===== src/rtl/alu_seq_pkg.sv =====
// Shared definitions for the nibble-sequenced ALU: opcodes, FSM encoding,
// flag bit positions and a small opcode classifier.
package alu_seq_pkg;

  localparam int unsigned OP_W  = 3;
  localparam int unsigned FLG_W = 4;

  // Opcode encoding
  localparam logic [OP_W-1:0] OP_AND  = 3'b000;
  localparam logic [OP_W-1:0] OP_OR   = 3'b001;
  localparam logic [OP_W-1:0] OP_XOR  = 3'b010;
  localparam logic [OP_W-1:0] OP_NOTA = 3'b011;
  localparam logic [OP_W-1:0] OP_ADD  = 3'b100;
  localparam logic [OP_W-1:0] OP_SUB  = 3'b101;
  localparam logic [OP_W-1:0] OP_NAND = 3'b110;
  localparam logic [OP_W-1:0] OP_NOR  = 3'b111;

  // Flag bit positions within out_flags
  localparam int unsigned FLG_ZERO  = 0;
  localparam int unsigned FLG_CARRY = 1;
  localparam int unsigned FLG_NEG   = 2;
  localparam int unsigned FLG_OVF   = 3;

  typedef enum logic [1:0] {
    IDLE = 2'd0,
    CALC = 2'd1,
    DONE = 2'd2
  } state_t;

  // True for opcodes that use the carry chain
  function automatic logic is_arith(input logic [OP_W-1:0] op);
    return (op == OP_ADD) || (op == OP_SUB);
  endfunction

endpackage


===== src/rtl/logic_slice_4.sv =====
// Combinational 4-bit ALU slice.
// Ports: a, b (4-bit operands), op (opcode), cin (carry in)
//        y (4-bit result), cout (carry out, 0 for logic ops),
//        c_top (carry into bit 3, used for signed overflow).
module logic_slice_4
  import alu_seq_pkg::*;
(
  input  logic [3:0]      a,
  input  logic [3:0]      b,
  input  logic [OP_W-1:0] op,
  input  logic            cin,
  output logic [3:0]      y,
  output logic            cout,
  output logic            c_top
);

  logic [3:0] w_b_eff;
  logic [4:0] w_sum;

  // SUB is A + ~B + cin, with cin seeded to 1 on the first nibble
  always_comb begin
    w_b_eff = (op == OP_SUB) ? ~b : b;
    w_sum   = {1'b0, a} + {1'b0, w_b_eff} + {4'b0000, cin};
    c_top   = a[3] ^ w_b_eff[3] ^ w_sum[3];
    y       = 4'h0;
    cout    = 1'b0;
    case (op)
      OP_AND:  y = a & b;
      OP_OR:   y = a | b;
      OP_XOR:  y = a ^ b;
      OP_NOTA: y = ~a;
      OP_ADD,
      OP_SUB: begin
        y    = w_sum[3:0];
        cout = w_sum[4];
      end
      OP_NAND: y = ~(a & b);
      OP_NOR:  y = ~(a | b);
      default: y = 4'h0;
    endcase
  end

endmodule


===== src/rtl/alu_nibble_seq.sv =====
// Sequential WIDTH-bit ALU that runs one 4-bit slice over the operand
// nibbles LSB first, rippling carry between passes.
// Ports: clk, rst (sync, active-high)
//        in_valid/in_ready/in_a/in_b/in_op : operand transaction
//        out_valid/out_ready/out_res/out_flags : result {ovf,neg,carry,zero}
// Build option: define ALU_SEQ_FLAGS_EN to compute out_flags; otherwise
// out_flags is tied to zero.
module alu_nibble_seq
  import alu_seq_pkg::*;
#(
  parameter int unsigned WIDTH = 8,
  parameter int unsigned SLICE = 4
) (
  input  logic             clk,
  input  logic             rst,
  input  logic             in_valid,
  output logic             in_ready,
  input  logic [WIDTH-1:0] in_a,
  input  logic [WIDTH-1:0] in_b,
  input  logic [OP_W-1:0]  in_op,
  output logic             out_valid,
  input  logic             out_ready,
  output logic [WIDTH-1:0] out_res,
  output logic [FLG_W-1:0] out_flags
);

  localparam int unsigned NSLICE = WIDTH / SLICE;
  localparam int unsigned CNT_W  = (NSLICE > 1) ? $clog2(NSLICE) : 1;
  localparam int unsigned LAST   = NSLICE - 1;

  state_t           r_state, w_state_nxt;
  logic [CNT_W-1:0] r_cnt, w_cnt_nxt;
  logic [WIDTH-1:0] r_a, w_a_nxt;
  logic [WIDTH-1:0] r_b, w_b_nxt;
  logic [OP_W-1:0]  r_op, w_op_nxt;
  logic             r_carry, w_carry_nxt;
  logic [WIDTH-1:0] r_acc, w_acc_nxt;
  logic [WIDTH-1:0] r_res, w_res_nxt;
  logic             r_in_ready, w_in_ready_nxt;
  logic             r_out_valid, w_out_valid_nxt;

  logic [SLICE-1:0] w_y;
  logic             w_cout;
  logic             w_ctop;
  logic [WIDTH-1:0] w_res_full;
  logic             w_last;

  // Operands shift right one nibble per pass, so the slice always sees bit 0 up
  logic_slice_4 u_slice (
    .a     (r_a[SLICE-1:0]),
    .b     (r_b[SLICE-1:0]),
    .op    (r_op),
    .cin   (r_carry),
    .y     (w_y),
    .cout  (w_cout),
    .c_top (w_ctop)
  );

  // Result nibbles enter at the top and shift down; after NSLICE passes they are in place
  assign w_res_full = {w_y, r_acc[WIDTH-1:SLICE]};
  assign w_last     = (r_state == CALC) && (r_cnt == CNT_W'(LAST));

  // State and datapath registers
  always_ff @(posedge clk) begin
    if (rst) begin
      r_state     <= IDLE;
      r_cnt       <= '0;
      r_a         <= '0;
      r_b         <= '0;
      r_op        <= OP_AND;
      r_carry     <= 1'b0;
      r_acc       <= '0;
      r_res       <= '0;
      r_in_ready  <= 1'b1;
      r_out_valid <= 1'b0;
    end else begin
      r_state     <= w_state_nxt;
      r_cnt       <= w_cnt_nxt;
      r_a         <= w_a_nxt;
      r_b         <= w_b_nxt;
      r_op        <= w_op_nxt;
      r_carry     <= w_carry_nxt;
      r_acc       <= w_acc_nxt;
      r_res       <= w_res_nxt;
      r_in_ready  <= w_in_ready_nxt;
      r_out_valid <= w_out_valid_nxt;
    end
  end

  // Next-state and next-output logic
  always_comb begin
    w_state_nxt     = r_state;
    w_cnt_nxt       = r_cnt;
    w_a_nxt         = r_a;
    w_b_nxt         = r_b;
    w_op_nxt        = r_op;
    w_carry_nxt     = r_carry;
    w_acc_nxt       = r_acc;
    w_res_nxt       = r_res;
    w_in_ready_nxt  = r_in_ready;
    w_out_valid_nxt = r_out_valid;
    case (r_state)
      IDLE: begin
        if (in_valid) begin
          w_a_nxt        = in_a;
          w_b_nxt        = in_b;
          w_op_nxt       = in_op;
          w_carry_nxt    = (in_op == OP_SUB);
          w_cnt_nxt      = '0;
          w_in_ready_nxt = 1'b0;
          w_state_nxt    = CALC;
        end
      end
      CALC: begin
        w_a_nxt     = r_a >> SLICE;
        w_b_nxt     = r_b >> SLICE;
        w_acc_nxt   = w_res_full;
        w_carry_nxt = w_cout;
        w_cnt_nxt   = r_cnt + CNT_W'(1);
        if (w_last) begin
          w_res_nxt       = w_res_full;
          w_out_valid_nxt = 1'b1;
          w_state_nxt     = DONE;
        end
      end
      DONE: begin
        if (out_ready) begin
          w_out_valid_nxt = 1'b0;
          w_in_ready_nxt  = 1'b1;
          w_state_nxt     = IDLE;
        end
      end
      default: w_state_nxt = IDLE;
    endcase
  end

`ifdef ALU_SEQ_FLAGS_EN
  logic [FLG_W-1:0] r_flags;
  logic [FLG_W-1:0] w_flags_calc;

  // Flags from the fully assembled result and the top slice's carries
  always_comb begin
    w_flags_calc            = '0;
    w_flags_calc[FLG_ZERO]  = (w_res_full == '0);
    w_flags_calc[FLG_NEG]   = w_res_full[WIDTH-1];
    if (is_arith(r_op)) begin
      w_flags_calc[FLG_CARRY] = w_cout;
      w_flags_calc[FLG_OVF]   = w_cout ^ w_ctop;
    end
  end

  // Flags load together with out_res on entry to DONE
  always_ff @(posedge clk) begin
    if (rst) begin
      r_flags <= '0;
    end else if (w_last) begin
      r_flags <= w_flags_calc;
    end
  end

  assign out_flags = r_flags;
`else
  logic w_unused_ctop;
  assign w_unused_ctop = w_ctop;
  assign out_flags     = '0;
`endif

  assign in_ready  = r_in_ready;
  assign out_valid = r_out_valid;
  assign out_res   = r_res;

endmodule


===== config.mk =====
export PLATFORM = sky130hd
export DESIGN_NAME = alu_nibble_seq
export DESIGN_NICKNAME = d
export VERILOG_FILES = /design/src/rtl/alu_seq_pkg.sv /design/src/rtl/logic_slice_4.sv /design/src/rtl/alu_nibble_seq.sv
export SDC_FILE = /design/constraint.sdc
export NUM_CORES = 1
export LEC_CHECK = 0
export BUFFER_PORTS_ARGS = -buffer_cell sky130_fd_sc_hd__buf_2
export CAP_MARGIN = 15
export CORE_MARGIN = 2
export CORE_UTILIZATION = 35
export CTS_CLUSTER_DIAMETER = 40
export DETAILED_ROUTE_END_ITERATION = 8
export GPL_TIMING_DRIVEN = 0
export PLACE_DENSITY = 0.51
export SYNTH_ARGS = -nofsm -noshare
export SYNTH_HDL_FRONTEND = slang
export SYNTH_SLANG_ARGS = --single-unit

===== constraint.sdc =====
create_clock -name clk -period 3.3 [get_ports clk]
set_clock_uncertainty 0.15 [all_clocks]
set_input_delay 0.66 -clock clk [delete_from_list [all_inputs] [get_ports clk]]
set_output_delay 0.66 -clock clk [all_outputs]
set_load 0.05 [all_outputs]

-- Word-level counts from Yosys, hierarchy flattened
Index checks and enable logic that the tools add are counted.
- word-level logic and storage cells: 66
- output and inout port bits: 14
- bits in registers: 41
- bits of input ports: 23
- multiplexer cells: 20
- equality and inequality tests: 13
- add/sub/neg operators: 3
- reductions and logical operators: 13
- bitwise gates (word level): 7
- operators by type and width (operator ; count):
    8-bit one-hot mux with 2 select lines ; 2
    4-bit one-hot mux with 7 select lines ; 1
    8-bit two-way mux ; 2
    4-bit inverter ; 4
    3-bit == test (second input constant) ; 5
    3-bit AND reduction ; 3
    1-bit one-hot mux with 2 select lines ; 4
    3-bit by 2-bit == test with 1-bit output (second input constant) ; 2
    1-bit two-way mux ; 6
    2-bit two-way mux ; 3
    2-bit inequality test (second input constant) ; 3
    2-bit one-hot mux with 3 select lines ; 1
    2-bit AND reduction ; 3
    2-bit nonzero test ; 3
    4-bit by 4-bit adder with 5-bit output ; 1
    5-bit by 1-bit adder with 5-bit output ; 1
    4-bit bitwise AND ; 1
    4-bit two-way mux ; 1
    4-bit OR ; 1
    4-bit XOR ; 1
    3-bit by 1-bit == test with 1-bit output (second input constant) ; 1
    3-bit logical NOT ; 1
    2-bit by 1-bit == test with 1-bit output (second input constant) ; 1
    2-bit == test (second input constant) ; 1
    4 further kinds ; 4

-- Longest topological paths before layout
Gate-level depths: netlist of the first run.
- word-level depth: 6
- gate-level depth with buffers: 11
- mapped depth without buffers: 10

-- Cells and area by module
From an unflattened synthesis of the first run, not the netlist that was laid out.
- cells, all modules: 258
- area total of the unflattened synthesis: 2152.1 um2
- modules (own cells, without submodules) (module ; area each (um2) ; seq. area each (um2) ; times used ; cells an instance):
    alu_nibble_seq ; 1545.2 ; 740.7 ; 1 ; 177
    logic_slice_4 ; 606.8 ; 0.0 ; 1 ; 81

-- Worst setup path before layout of the first run
No wires, ideal clock.
- path type: reg-to-reg
- from: register r_op[1]
- to: register r_res[5] (netlist: out_res[5])
- path slack: 0.573 ns
- cell stages (with the launch flop): 11
- setup time: 0.067 ns
- data arrival time: 2.510 ns
- period minus slack after synthesis: 2.727 ns
- required time: 3.083 ns
- path buffers: 1
- path through: dfxtp_1 > buf_4 > nor2b_1 > nand2_1 > xnor2_1 > fa_1 > fa_1 > a211oi_2 > a21oi_1 > or3_1 > a21oi_2
- word-level cells in the longest chain between the ends: 5
- elaborated cells between the ends (all ways): 13
- those cells by class: 2 x add/sub; 7 x eq/ne; 2 x mux; 2 x reduce/logical
- RTL lines (item ; line ; text):
    start: declaration ; alu_nibble_seq.sv:35 ; logic [OP_W-1:0] r_op, w_op_nxt;
    start signal: assignment ; alu_nibble_seq.sv:81 ; r_op <= w_op_nxt;
    3-bit == test ; logic_slice_4.sv:22, logic_slice_4.sv:27 ;
    4-bit two-way mux ; logic_slice_4.sv:22 ; w_b_eff = (op == OP_SUB) ? ~b : b;
    4-bit by 4-bit adder with 5-bit output ; logic_slice_4.sv:23 ; w_sum = {1'b0, a} + {1'b0, w_b_eff} + {4'b0000, cin};
    5-bit by 1-bit adder with 5-bit output ; logic_slice_4.sv:23 ;
    4-bit one-hot mux with 7 select lines * ; logic_slice_4.sv:27 ; case (op)
    end signal: assignment ; alu_nibble_seq.sv:84 ; r_res <= w_res_nxt;
    end: declaration ; alu_nibble_seq.sv:38 ; logic [WIDTH-1:0] r_res, w_res_nxt;
Every way passes the cells marked *; elsewhere a longest branch is shown, timed or not.
A chain may end at the register's enable or synchronous reset.

-- Worst setup path after layout of the first run
- from: register r_op[2]
- to: register r_acc[6]
- word-level cells in the longest chain between the ends: 5
- elaborated cells between the ends (all ways): 13
- those cells by class: 2 x add/sub; 7 x eq/ne; 2 x mux; 2 x reduce/logical
- RTL lines (item ; line ; text):
    3-bit == test ; logic_slice_4.sv:22, logic_slice_4.sv:27 ;
    4-bit two-way mux ; logic_slice_4.sv:22 ;
    4-bit by 4-bit adder with 5-bit output ; logic_slice_4.sv:23 ;
    5-bit by 1-bit adder with 5-bit output ; logic_slice_4.sv:23 ;
    4-bit one-hot mux with 7 select lines * ; logic_slice_4.sv:27 ;
    end signal: assignment ; alu_nibble_seq.sv:83 ; r_acc <= w_acc_nxt;
    end: declaration ; alu_nibble_seq.sv:37 ; logic [WIDTH-1:0] r_acc, w_acc_nxt;
Marked as above.

==> out/metrics.cfg, run 1 <==
[status]
status=finished, final reports clean

[cells_and_area]
final_area_mm2=0.002409
fin_nets=333
post_layout_nonfiller_instances=370
area_delta_synth_final_pct=18.10
layout.cells.most_common_list=44 x sky130_fd_sc_hd__nand2_1, 41 x sky130_fd_sc_hd__buf_2, 37 x sky130_fd_sc_hd__dfxtp_1
antenna-diode-count=0
final_layout_size_suffix_gt1_share_pct=20.47
layout.cells.most_common=sky130_fd_sc_hd__nand2_1
postLayoutCoreUtil_pct=43.21

[timing]
timing.final.hold_violations=0
grt_setup_unrepaired=no
layout_worst_path_cycle_share_pct=89.81
finalSetupViolCount=0
fin_tns_setup_ns=0
clock.fmax_mhz=337.4
report.final.slew_viol_count=0
final.min_clock_period_ns=2.964
worst_pin_slew_ns=0.6708
tightest_slew_margin_relative_to_the_limit_pct=55.28
hold_slack_ns=0.3050
timing.final.ws_setup_ns=0.3362

[routing]
post_detailed_route_drc_marker_count=0
detail_route.iter0.violations=77
post_drt_via_cell_ratio=4.951
postRouteAntennaNets=0
drt_first_pass_iters=4
detailroute.via_count=1832
route.detailed.wl_per_inst_um=13.64
wirelength_um=5045

[global_route]
global_route.overflow_total=0
grt_util_all_layers_pct=17.47
grt_antenna_before_repair=0
first_global_vias=1774
maximum_number_of_pins_on_one_net_before_global_route_repair=13
grt_pass1_wl_um=8659

[setup_path]
critPathMaxFanout=8
end_kind=flop
path_class=reg -> reg
cp_data_arrival_time_ns=3.03
cp-start-kind=flop
timing.critical_path.required_ns=3.36

[synth]
postSynthRegisterBits=37
yosysUniqueCellTypes=44
postSynth.topFlopCell=sky130_fd_sc_hd__dfxtp_1
netlist_area_mm2=0.002039
synth_cells=255
synth-edff-count=0
ys_async_sr_fraction_pct=0
ys_warn_count=0
synth_sequential_area_ratio_pct=36.32
post_synth.cell_area_avg_um2=7.998

[floorplan]
die_x_um=80.34
fp.dieArea_mm2=0.006454
ios=37
die-height_um=80.34
floorplan_core_area_mm2=0.005574
start_util_pct=36.59
num_rows=27

[cts]
clk_path_buf_depth=2
number_of_clock_buffers_inserted_by_tritoncts=5
clock_latency_ns=0.29
worst_setup_hold_path_clk_slew_ns=0.08
tritoncts=done
cts_root_buffer=sky130_fd_sc_hd__clkbuf_8
cts.htree.levels=2
cts_hold_repair.buffers=0
postCtsSetupBuffers=0
clkSinkCount=37

[placement]
detailedPlacementHpwl_um=3778
place_congestion=0.7744
placedInstanceArea_mm2=0.002301
dp_cells=362
port_buffers=32
dpl_worst_slack_ns=0.2983

[pwr]
power-per-cell-area_mw_per_mm2=472.5
cellLeakagePower_nw=1.004
worst_ir_drop_vdd_uv=287.2
totalPowerFinal_mw=1.138

[hold_path]
worst_hold_path_type=reg -> reg

[flow_run]
drv_cap=0

## area by class of cell
class                      instances  area [µm²]
tap                               72       90.09
clock inverter                     1       8.758
clock buffer                       7       96.34
timing repair buffer              32       160.2
inverter                          13       48.80
fill                             593        3166
multi-input combinational        185        1132
sequential                        37       740.7
buffer                            23       131.4
## worst max-delay path: stages (launching register included)
cell	delay, ns
sky130_fd_sc_hd__dfxtp_1	0.33
sky130_fd_sc_hd__buf_6	0.13
sky130_fd_sc_hd__nor2b_1	0.25
sky130_fd_sc_hd__nand2_2	0.16
sky130_fd_sc_hd__xnor2_1	0.17
sky130_fd_sc_hd__fa_1	0.42
sky130_fd_sc_hd__fa_1	0.40
sky130_fd_sc_hd__nor2b_1	0.15
sky130_fd_sc_hd__o311ai_1	0.27
sky130_fd_sc_hd__o31a_1	0.19
sky130_fd_sc_hd__a21oi_1	0.06
sky130_fd_sc_hd__a211oi_1	0.22
## synthesized netlist by cell type (all sizes together), types with 2 or more instances
cell type	instances	area share, %
nand2	45	8.3
nand2b	6	1.8
o41ai	2	0.86
xnor2	4	1.7
nand3b	2	0.74
a311oi	8	3.4
a31oi	2	0.61
o21ai	2	0.49
buf	18	5.5
a21oi	29	7.3
nor2b	7	2.1
nor3	2	0.49
mux2i	3	1.5
nand3	11	2.7
inv	13	2.4
a211oi	5	2.1
clkbuf	5	0.92
ha	11	6.7
or3	2	0.61
fa	2	2.0
nor4	2	0.61
dfxtp	37	36
nor2	21	3.9
## power by group
| part | switching (mW) | leakage [nW] | internal [mW] |
|---|---|---|---|
| logic | 0.163 | 0.646 | 0.107 |
| registers | 0.0273 | 0.303 | 0.478 |
| clock network | 0.170 | 0.0549 | 0.193 |
## metal layers
| metal | track usage, % | vias to the layer above | wire, µm |
|---|---|---|---|
| met1 | 23.19 | 845 | 2443 |
| met4 | 4.746 | 0 | 40 |
| met5 | 0 | - | 0 |
| li1 | - | 949 | - |
| met2 | 28.67 | 33 | 2357 |
| met3 | 3.708 | 5 | 205 |
## registers in the layout, indices dropped and copies added, names as in the netlist, 2 cells and up
name	flops
r_state	2
r_acc	4
r_op	3
r_a	8
r_b	8
out_res	8
## final timing paths
path / start / endpoint / slack (ns) / cells past startpoint
setup / recovery: r_op[2] / r_acc[6] / 0.34 / 11
hold / removal: r_acc[4] / out_res[0] / 0.31 / 2
setup reg to reg: r_op[2] / r_acc[6] / 0.34 / 11
hold reg to reg: r_acc[4] / out_res[0] / 0.31 / 2
## cells by family after synthesis
logic type      count (synthesis)  share of synthesized area, %
fa+ha+maj                      13                         8.712
simple gates                  102                         22.70
compound gates                 57                         18.53
flops                          37                         36.32
other cells                     1                        0.1839
xor+xnor                        5                         2.147
buf+inv                        36                         8.834
mux                             4                         2.577
## timing repair
item                                   in CTS  in global routing
resized for setup                           0                  1
endpoints found under the hold margin       0                  0
setup endpoints to repair                   0                  1
Power figures use the tool's default switching activity.
==> run 2: changes to the inputs <==
--- a/config.mk
+++ b/config.mk
@@ -7,6 +7,7 @@
 export LEC_CHECK = 0
 export BUFFER_PORTS_ARGS = -buffer_cell sky130_fd_sc_hd__buf_2
 export CAP_MARGIN = 15
+export CORE_ASPECT_RATIO = 1.75
 export CORE_MARGIN = 2
 export CORE_UTILIZATION = 35
 export CTS_CLUSTER_DIAMETER = 40
==> out/metrics.cfg, run 2 (same netlist as run 1, synthesis figures left out) <==
[status]
status=finished, final reports clean

[floorplan]
fp.dieArea_mm2=0.006478  ; +0.37%
ios=37  ; unchanged
die-height_um=105.0  ; +31%
floorplan_core_area_mm2=0.005585  ; +0.20%
num_rows=36  ; +33%
start_util_pct=36.51  ; -0.074 points
die_x_um=61.71  ; -23%

[routing]
detailroute.via_count=1825  ; -0.38%
post_detailed_route_drc_marker_count=0  ; unchanged
detail_route.iter0.violations=38  ; -51%
post_drt_via_cell_ratio=4.880  ; -1.4%
postRouteAntennaNets=0  ; unchanged
wirelength_um=5046  ; about the same
route.detailed.wl_per_inst_um=13.49  ; -1.0%
drt_first_pass_iters=4  ; unchanged

[timing]
finalSetupViolCount=0  ; unchanged
grt_setup_unrepaired=no
tightest_slew_margin_relative_to_the_limit_pct=52.14  ; -3.1 points
report.final.slew_viol_count=0  ; unchanged
timing.final.hold_violations=0  ; unchanged
fin_tns_setup_ns=0  ; unchanged
clock.fmax_mhz=326.1  ; -3.3%
layout_worst_path_cycle_share_pct=92.91  ; +3.1 points
worst_pin_slew_ns=0.7113  ; +0.04051 ns
final.min_clock_period_ns=3.066  ; +0.1023 ns

[cts]
ctsResizeCount=0  ; unchanged
cts_hold_repair.buffers=0  ; unchanged
cts_root_buffer=sky130_fd_sc_hd__clkbuf_8
clkSinkCount=37  ; unchanged
clock_latency_ns=0.29  ; about the same
tritoncts=done
number_of_clock_buffers_inserted_by_tritoncts=5  ; unchanged
postCtsSetupBuffers=0  ; unchanged
worst_setup_hold_path_clk_slew_ns=0.08  ; about the same
clk_path_buf_depth=2  ; unchanged
cts.htree.levels=2  ; unchanged

[setup_path]
cp_data_arrival_time_ns=3.07  ; +0.04 ns
end_kind=flop
critPathMaxFanout=10  ; +2
r2r_setup_slack_ns=0.23  ; -0.10 ns
slowest_delay_ns=0.42  ; about the same
path_class=reg -> reg
worst_path_max_delay_cell=sky130_fd_sc_hd__fa_1
most_numerous_cell_on_the_critical_path=sky130_fd_sc_hd__fa_1
crit-reg2reg-launch=r_op[0]
timing.critical_path.required_ns=3.30  ; -0.06 ns
reg2reg_to=r_acc[6]
r2r_cells=11  ; unchanged
critical_path_cell_by_cell=buf_2, buf_4, nand2_1, xnor2_1, fa_1, fa_1, nor2b_1, o311ai_1, o31a_1, a21oi_1, a211oi_1
cp-start-kind=flop

[pwr]
cellLeakagePower_nw=0.9995  ; -0.46%
combPwrFrac_pct=24.2  ; +0.5 points
worst_ir_drop_vdd_uv=290.8  ; +1.2%
power-per-cell-area_mw_per_mm2=462.5  ; -2.1%
clock_power_share_pct=30.3  ; -1.6 points
internal_power_mw=0.7545  ; -3.1%
power.net_switching_mw=0.3566  ; -0.87%
power.sequential.fraction_pct=45.4  ; +1.0 points
swShare_pct=32.09  ; +0.48 points

[cells_and_area]
layout.cells.most_common=sky130_fd_sc_hd__nand2_1
antenna-diode-count=0  ; unchanged
fin_nets=333  ; unchanged
filler_cell_count=628  ; +5.9%
area_delta_synth_final_pct=17.79
final_layout_size_suffix_gt1_share_pct=20.13  ; -0.34 points
postLayoutCoreUtil_pct=43.01  ; -0.20 points
layout.cells.most_common_list=45 x sky130_fd_sc_hd__nand2_1, 41 x sky130_fd_sc_hd__buf_2, 37 x sky130_fd_sc_hd__dfxtp_1

[hold_path]
worst_hold_path_type=reg -> reg
min_path_cells=2  ; unchanged
worst_min_delay_path_startpoint=out_res[2]
hold_end=out_res[2]

[global_route]
first_global_vias=1773  ; -0.056%
grt_pass1_wl_um=8383  ; -3.2%
grt_util_all_layers_pct=17.51  ; +0.041 points
grt_antenna_before_repair=0  ; unchanged
global_route.overflow_total=0  ; unchanged
maximum_number_of_pins_on_one_net_before_global_route_repair=13  ; unchanged

[placement]
detailedPlacementHpwl_um=3907  ; +3.4%
port_buffers=32  ; unchanged
place_congestion=0.7888  ; +1.9%

[flow_run]
drv_cap=0  ; unchanged

## run 2: critical path, delay by kind of cell, from the launching register on
family	cells	cell delay [ns]
and+or+nand+nor	2	0.35
adders and majority gates	2	0.83
DFF	1	0.31
xor gates and xnor gates	1	0.19
buffers and inverters	2	0.44
AOI/OAI and AO/OA	4	0.67
## run 2: layout make-up
cell class	count	area, µm²	area share (%)
multi-input combinational	185	1130	47.03
timing repair buffer	32	160.2	6.667
tap	76	95.09	3.958
inverter	13	48.80	2.031
sequential	37	740.7	30.83
buffer	23	131.4	5.469
clock inverter	2	13.76	0.5729
clock buffer	6	82.58	3.438
## run 2: worst max path at each step
| stage | from | endpoint | depth (start not counted) |
|---|---|---|---|
| after floorplan | r_op[1] | out_res[5] | 10 |
| after global placement | r_op[0] | r_acc[6] | 11 |
| after detailed placement | r_op[0] | r_acc[6] | 11 |
| after CTS | r_op[0] | r_acc[6] | 11 |
| after global routing | r_op[0] | r_acc[6] | 11 |
| final | r_op[0] | r_acc[6] | 11 |
## run 2: power groups by stage
| stage | registers, mW | logic (mW) | clock network, mW |
|---|---|---|---|
| 3_3_place_gp | 0.515 | 0.272 | 0 |
| 3_5_place_dp | 0.516 | 0.272 | 0 |
| 6_report | 0.505 | 0.269 | 0.337 |
| 5_1_grt | 0.510 | 0.305 | 0.371 |
| 4_1_cts | 0.505 | 0.273 | 0.345 |
| 2_1_floorplan | 0.523 | 0.190 | 0 |
## run 2: per-layer routing
layer | track usage, % | share of wire (%) | up-vias
met5 | 0 | 0 | -
met4 | 7.599 | 2.9 | 0
met2 | 30.15 | 53 | 37
met3 | 3.342 | 2.7 | 8
li1 | - | - | 950
met1 | 19.82 | 41 | 830
## run 2: stage by stage
step	hold slack (ns)	instances	instance area, µm²	setup slack, ns	total power, mW
after floorplan	0.2820	258	2051	0.5726	0.7133
after global placement	0.2923	366	2306	0.2534	0.7866
after detailed placement	0.2963	366	2306	0.2407	0.7881
after CTS	0.3076	374	2402	0.2276	1.124
after global routing	0.3246	374	2402	0.02991	1.185
final	0.3060	374	2402	0.2339	1.111
==> run 3: changes to the inputs <==
--- a/config.mk
+++ b/config.mk
@@ -9,11 +9,11 @@
 export CAP_MARGIN = 15
 export CORE_ASPECT_RATIO = 1.75
 export CORE_MARGIN = 2
-export CORE_UTILIZATION = 35
+export CORE_UTILIZATION = 55
 export CTS_CLUSTER_DIAMETER = 40
 export DETAILED_ROUTE_END_ITERATION = 8
 export GPL_TIMING_DRIVEN = 0
-export PLACE_DENSITY = 0.51
+export PLACE_DENSITY = 0.76
 export SYNTH_ARGS = -nofsm -noshare
 export SYNTH_HDL_FRONTEND = slang
 export SYNTH_SLANG_ARGS = --single-unit
==> out/metrics.cfg, run 3 (same netlist as run 1, synthesis figures left out) <==
[routing]
post_detailed_route_drc_marker_count=0  ; unchanged
wirelength_um=4723  ; -6.4%
drt_first_pass_iters=5  ; +1
post_drt_via_cell_ratio=5.451  ; +12%
detailroute.via_count=1875  ; +2.7%
detail_route.iter0.violations=31  ; -18%
postRouteAntennaNets=0  ; unchanged
route.detailed.wl_per_inst_um=13.73  ; +1.8%

[timing]
layout_worst_path_cycle_share_pct=91.22  ; -1.7 points
clock.fmax_mhz=332.2  ; +1.9%
final.min_clock_period_ns=3.010  ; -0.05585 ns
worst_pin_slew_ns=0.5751  ; -0.1362 ns
tightest_slew_margin_relative_to_the_limit_pct=61.66  ; +9.5 points
grt_setup_unrepaired=no
finalSetupViolCount=0  ; unchanged
report.final.slew_viol_count=0  ; unchanged
timing.final.hold_violations=0  ; unchanged
fin_tns_setup_ns=0  ; unchanged

[global_route]
grt_pass1_wl_um=7900  ; -5.8%
grt_antenna_before_repair=0  ; unchanged
grt_util_all_layers_pct=24.32  ; +6.8 points
first_global_vias=1838  ; +3.7%
maximum_number_of_pins_on_one_net_before_global_route_repair=14  ; +1
global_route.overflow_total=0  ; unchanged

[setup_path]
cp-start-kind=flop
worstSetupStartpoint=r_op[0]
reg2reg_to=r_acc[6]
cp_num_cells=11  ; unchanged
end_kind=flop
most_numerous_cell_on_the_critical_path=sky130_fd_sc_hd__fa_1
critical_path_cell_by_cell=buf_2, buf_4, nand2_1, xnor2_1, fa_1, fa_1, nor2b_1, o311ai_1, o31a_1, a21oi_1, a211oi_1
cp_data_arrival_time_ns=3.08  ; about the same
slowest_delay_ns=0.42  ; about the same
termination_of_the_worst_setup_path=r_acc[6]
r2r_setup_slack_ns=0.29  ; +0.06 ns
crit-reg2reg-launch=r_op[0]
critPathMaxFanout=10  ; unchanged
path_class=reg -> reg
critical_path.n_buffers_inverters=2  ; unchanged
worst_path_max_delay_cell=sky130_fd_sc_hd__fa_1
timing.critical_path.required_ns=3.37  ; +0.07 ns
critical-path-top-delay-family=adder cells
r2r_cells=11  ; unchanged

[pwr]
worst_ir_drop_vdd_uv=429.9  ; +48%
power-per-cell-area_mw_per_mm2=490.5  ; +6.1%
totalPowerFinal_mw=1.169  ; +5.2%
cellLeakagePower_nw=1.003  ; +0.32%

[cells_and_area]
fin_nets=333  ; unchanged
postLayoutCoreUtil_pct=66.35  ; +23 points
antenna-diode-count=0  ; unchanged
layout.cells.most_common_list=45 x sky130_fd_sc_hd__nand2_1, 41 x sky130_fd_sc_hd__buf_2, 37 x sky130_fd_sc_hd__dfxtp_1
final_layout_size_suffix_gt1_share_pct=20.13  ; unchanged
layout.cells.most_common=sky130_fd_sc_hd__nand2_1
area_delta_synth_final_pct=16.87

[floorplan]
ios=37  ; unchanged
die_x_um=50.03  ; -19%
num_rows=29  ; -19%
floorplan_core_area_mm2=0.003592  ; -36%
start_util_pct=56.77  ; +20 points
fp.dieArea_mm2=0.004230  ; -35%
die-height_um=84.56  ; -19%

[cts]
tritoncts=done
number_of_clock_buffers_inserted_by_tritoncts=5  ; unchanged
clk_path_buf_depth=2  ; unchanged
ctsResizeCount=0  ; unchanged
clkSinkCount=37  ; unchanged
cts.htree.levels=2  ; unchanged
clock_latency_ns=0.30  ; about the same
cts_hold_repair.buffers=0  ; unchanged
postCtsSetupBuffers=0  ; unchanged
cts_root_buffer=sky130_fd_sc_hd__clkbuf_8
worst_setup_hold_path_clk_slew_ns=0.08  ; about the same

[status]
status=finished, final reports clean

[hold_path]
worst_hold_path_type=reg -> reg
worst_min_delay_path_startpoint=out_res[2]

[flow_run]
drv_cap=0  ; unchanged

[placement]
detailedPlacementHpwl_um=3522  ; -9.8%
place_congestion=0.8558  ; +8.5%
port_buffers=32  ; unchanged

[run 3: cell type report]
type	instances	area, µm²
buffer	23	131.4
fill	339	1209
tap	46	57.56
clock inverter	3	46.29
timing repair buffer	32	160.2
multi-input combinational	185	1130
sequential	37	740.7
inverter	13	48.80
clock buffer	5	68.82
[run 3: report_power, final]
part | switching, mW | internal (mW) | total, mW
Clock | 0.169 | 0.226 | 0.395
Combinational | 0.161 | 0.107 | 0.269
Sequential | 0.0270 | 0.479 | 0.506
Total | 0.357 | 0.812 | 1.17
[run 3: through the flow]
step | setup WS, ns | instance area, µm² | cells | hold WS (ns)
final | 0.2897 | 2384 | 344 | 0.3073
after global placement | 0.3090 | 2268 | 336 | 0.2915
after floorplan | 0.5726 | 2051 | 258 | 0.2820
after detailed placement | 0.2834 | 2268 | 336 | 0.2974
after global routing | 0.02459 | 2384 | 344 | 0.3206
after CTS | 0.2675 | 2384 | 344 | 0.3103
[run 3: how the worst min path moves through the flow]
stage	endpoint	cells past startpoint	slack [ns]
after floorplan	out_res[3]	2	0.28
after global placement	out_res[0]	2	0.29
after detailed placement	out_res[1]	2	0.30
after CTS	out_res[0]	2	0.31
after global routing	out_res[3]	2	0.32
final	out_res[2]	2	0.31
[run 3: per-layer routing]
layer / share of wire [%] / wire length (µm) / global-route usage (%)
met1: 37 / 1757 / 22.64
met2: 56 / 2646 / 47.13
met3: 4.0 / 189 / 5.338
met4: 2.7 / 129 / 11.62
met5: 0 / 0 / 0
[run 3: worst reg2reg max path, cell delays in order, from the launching register on]
cell and delay [ns]:
sky130_fd_sc_hd__dfxtp_1 0.31, sky130_fd_sc_hd__buf_2 0.20, sky130_fd_sc_hd__buf_4 0.21, sky130_fd_sc_hd__nand2_1 0.18, sky130_fd_sc_hd__xnor2_1 0.19, sky130_fd_sc_hd__fa_1 0.42
sky130_fd_sc_hd__fa_1 0.41, sky130_fd_sc_hd__nor2b_1 0.15, sky130_fd_sc_hd__o311ai_1 0.23, sky130_fd_sc_hd__o31a_1 0.18, sky130_fd_sc_hd__a21oi_1 0.07, sky130_fd_sc_hd__a211oi_1 0.24
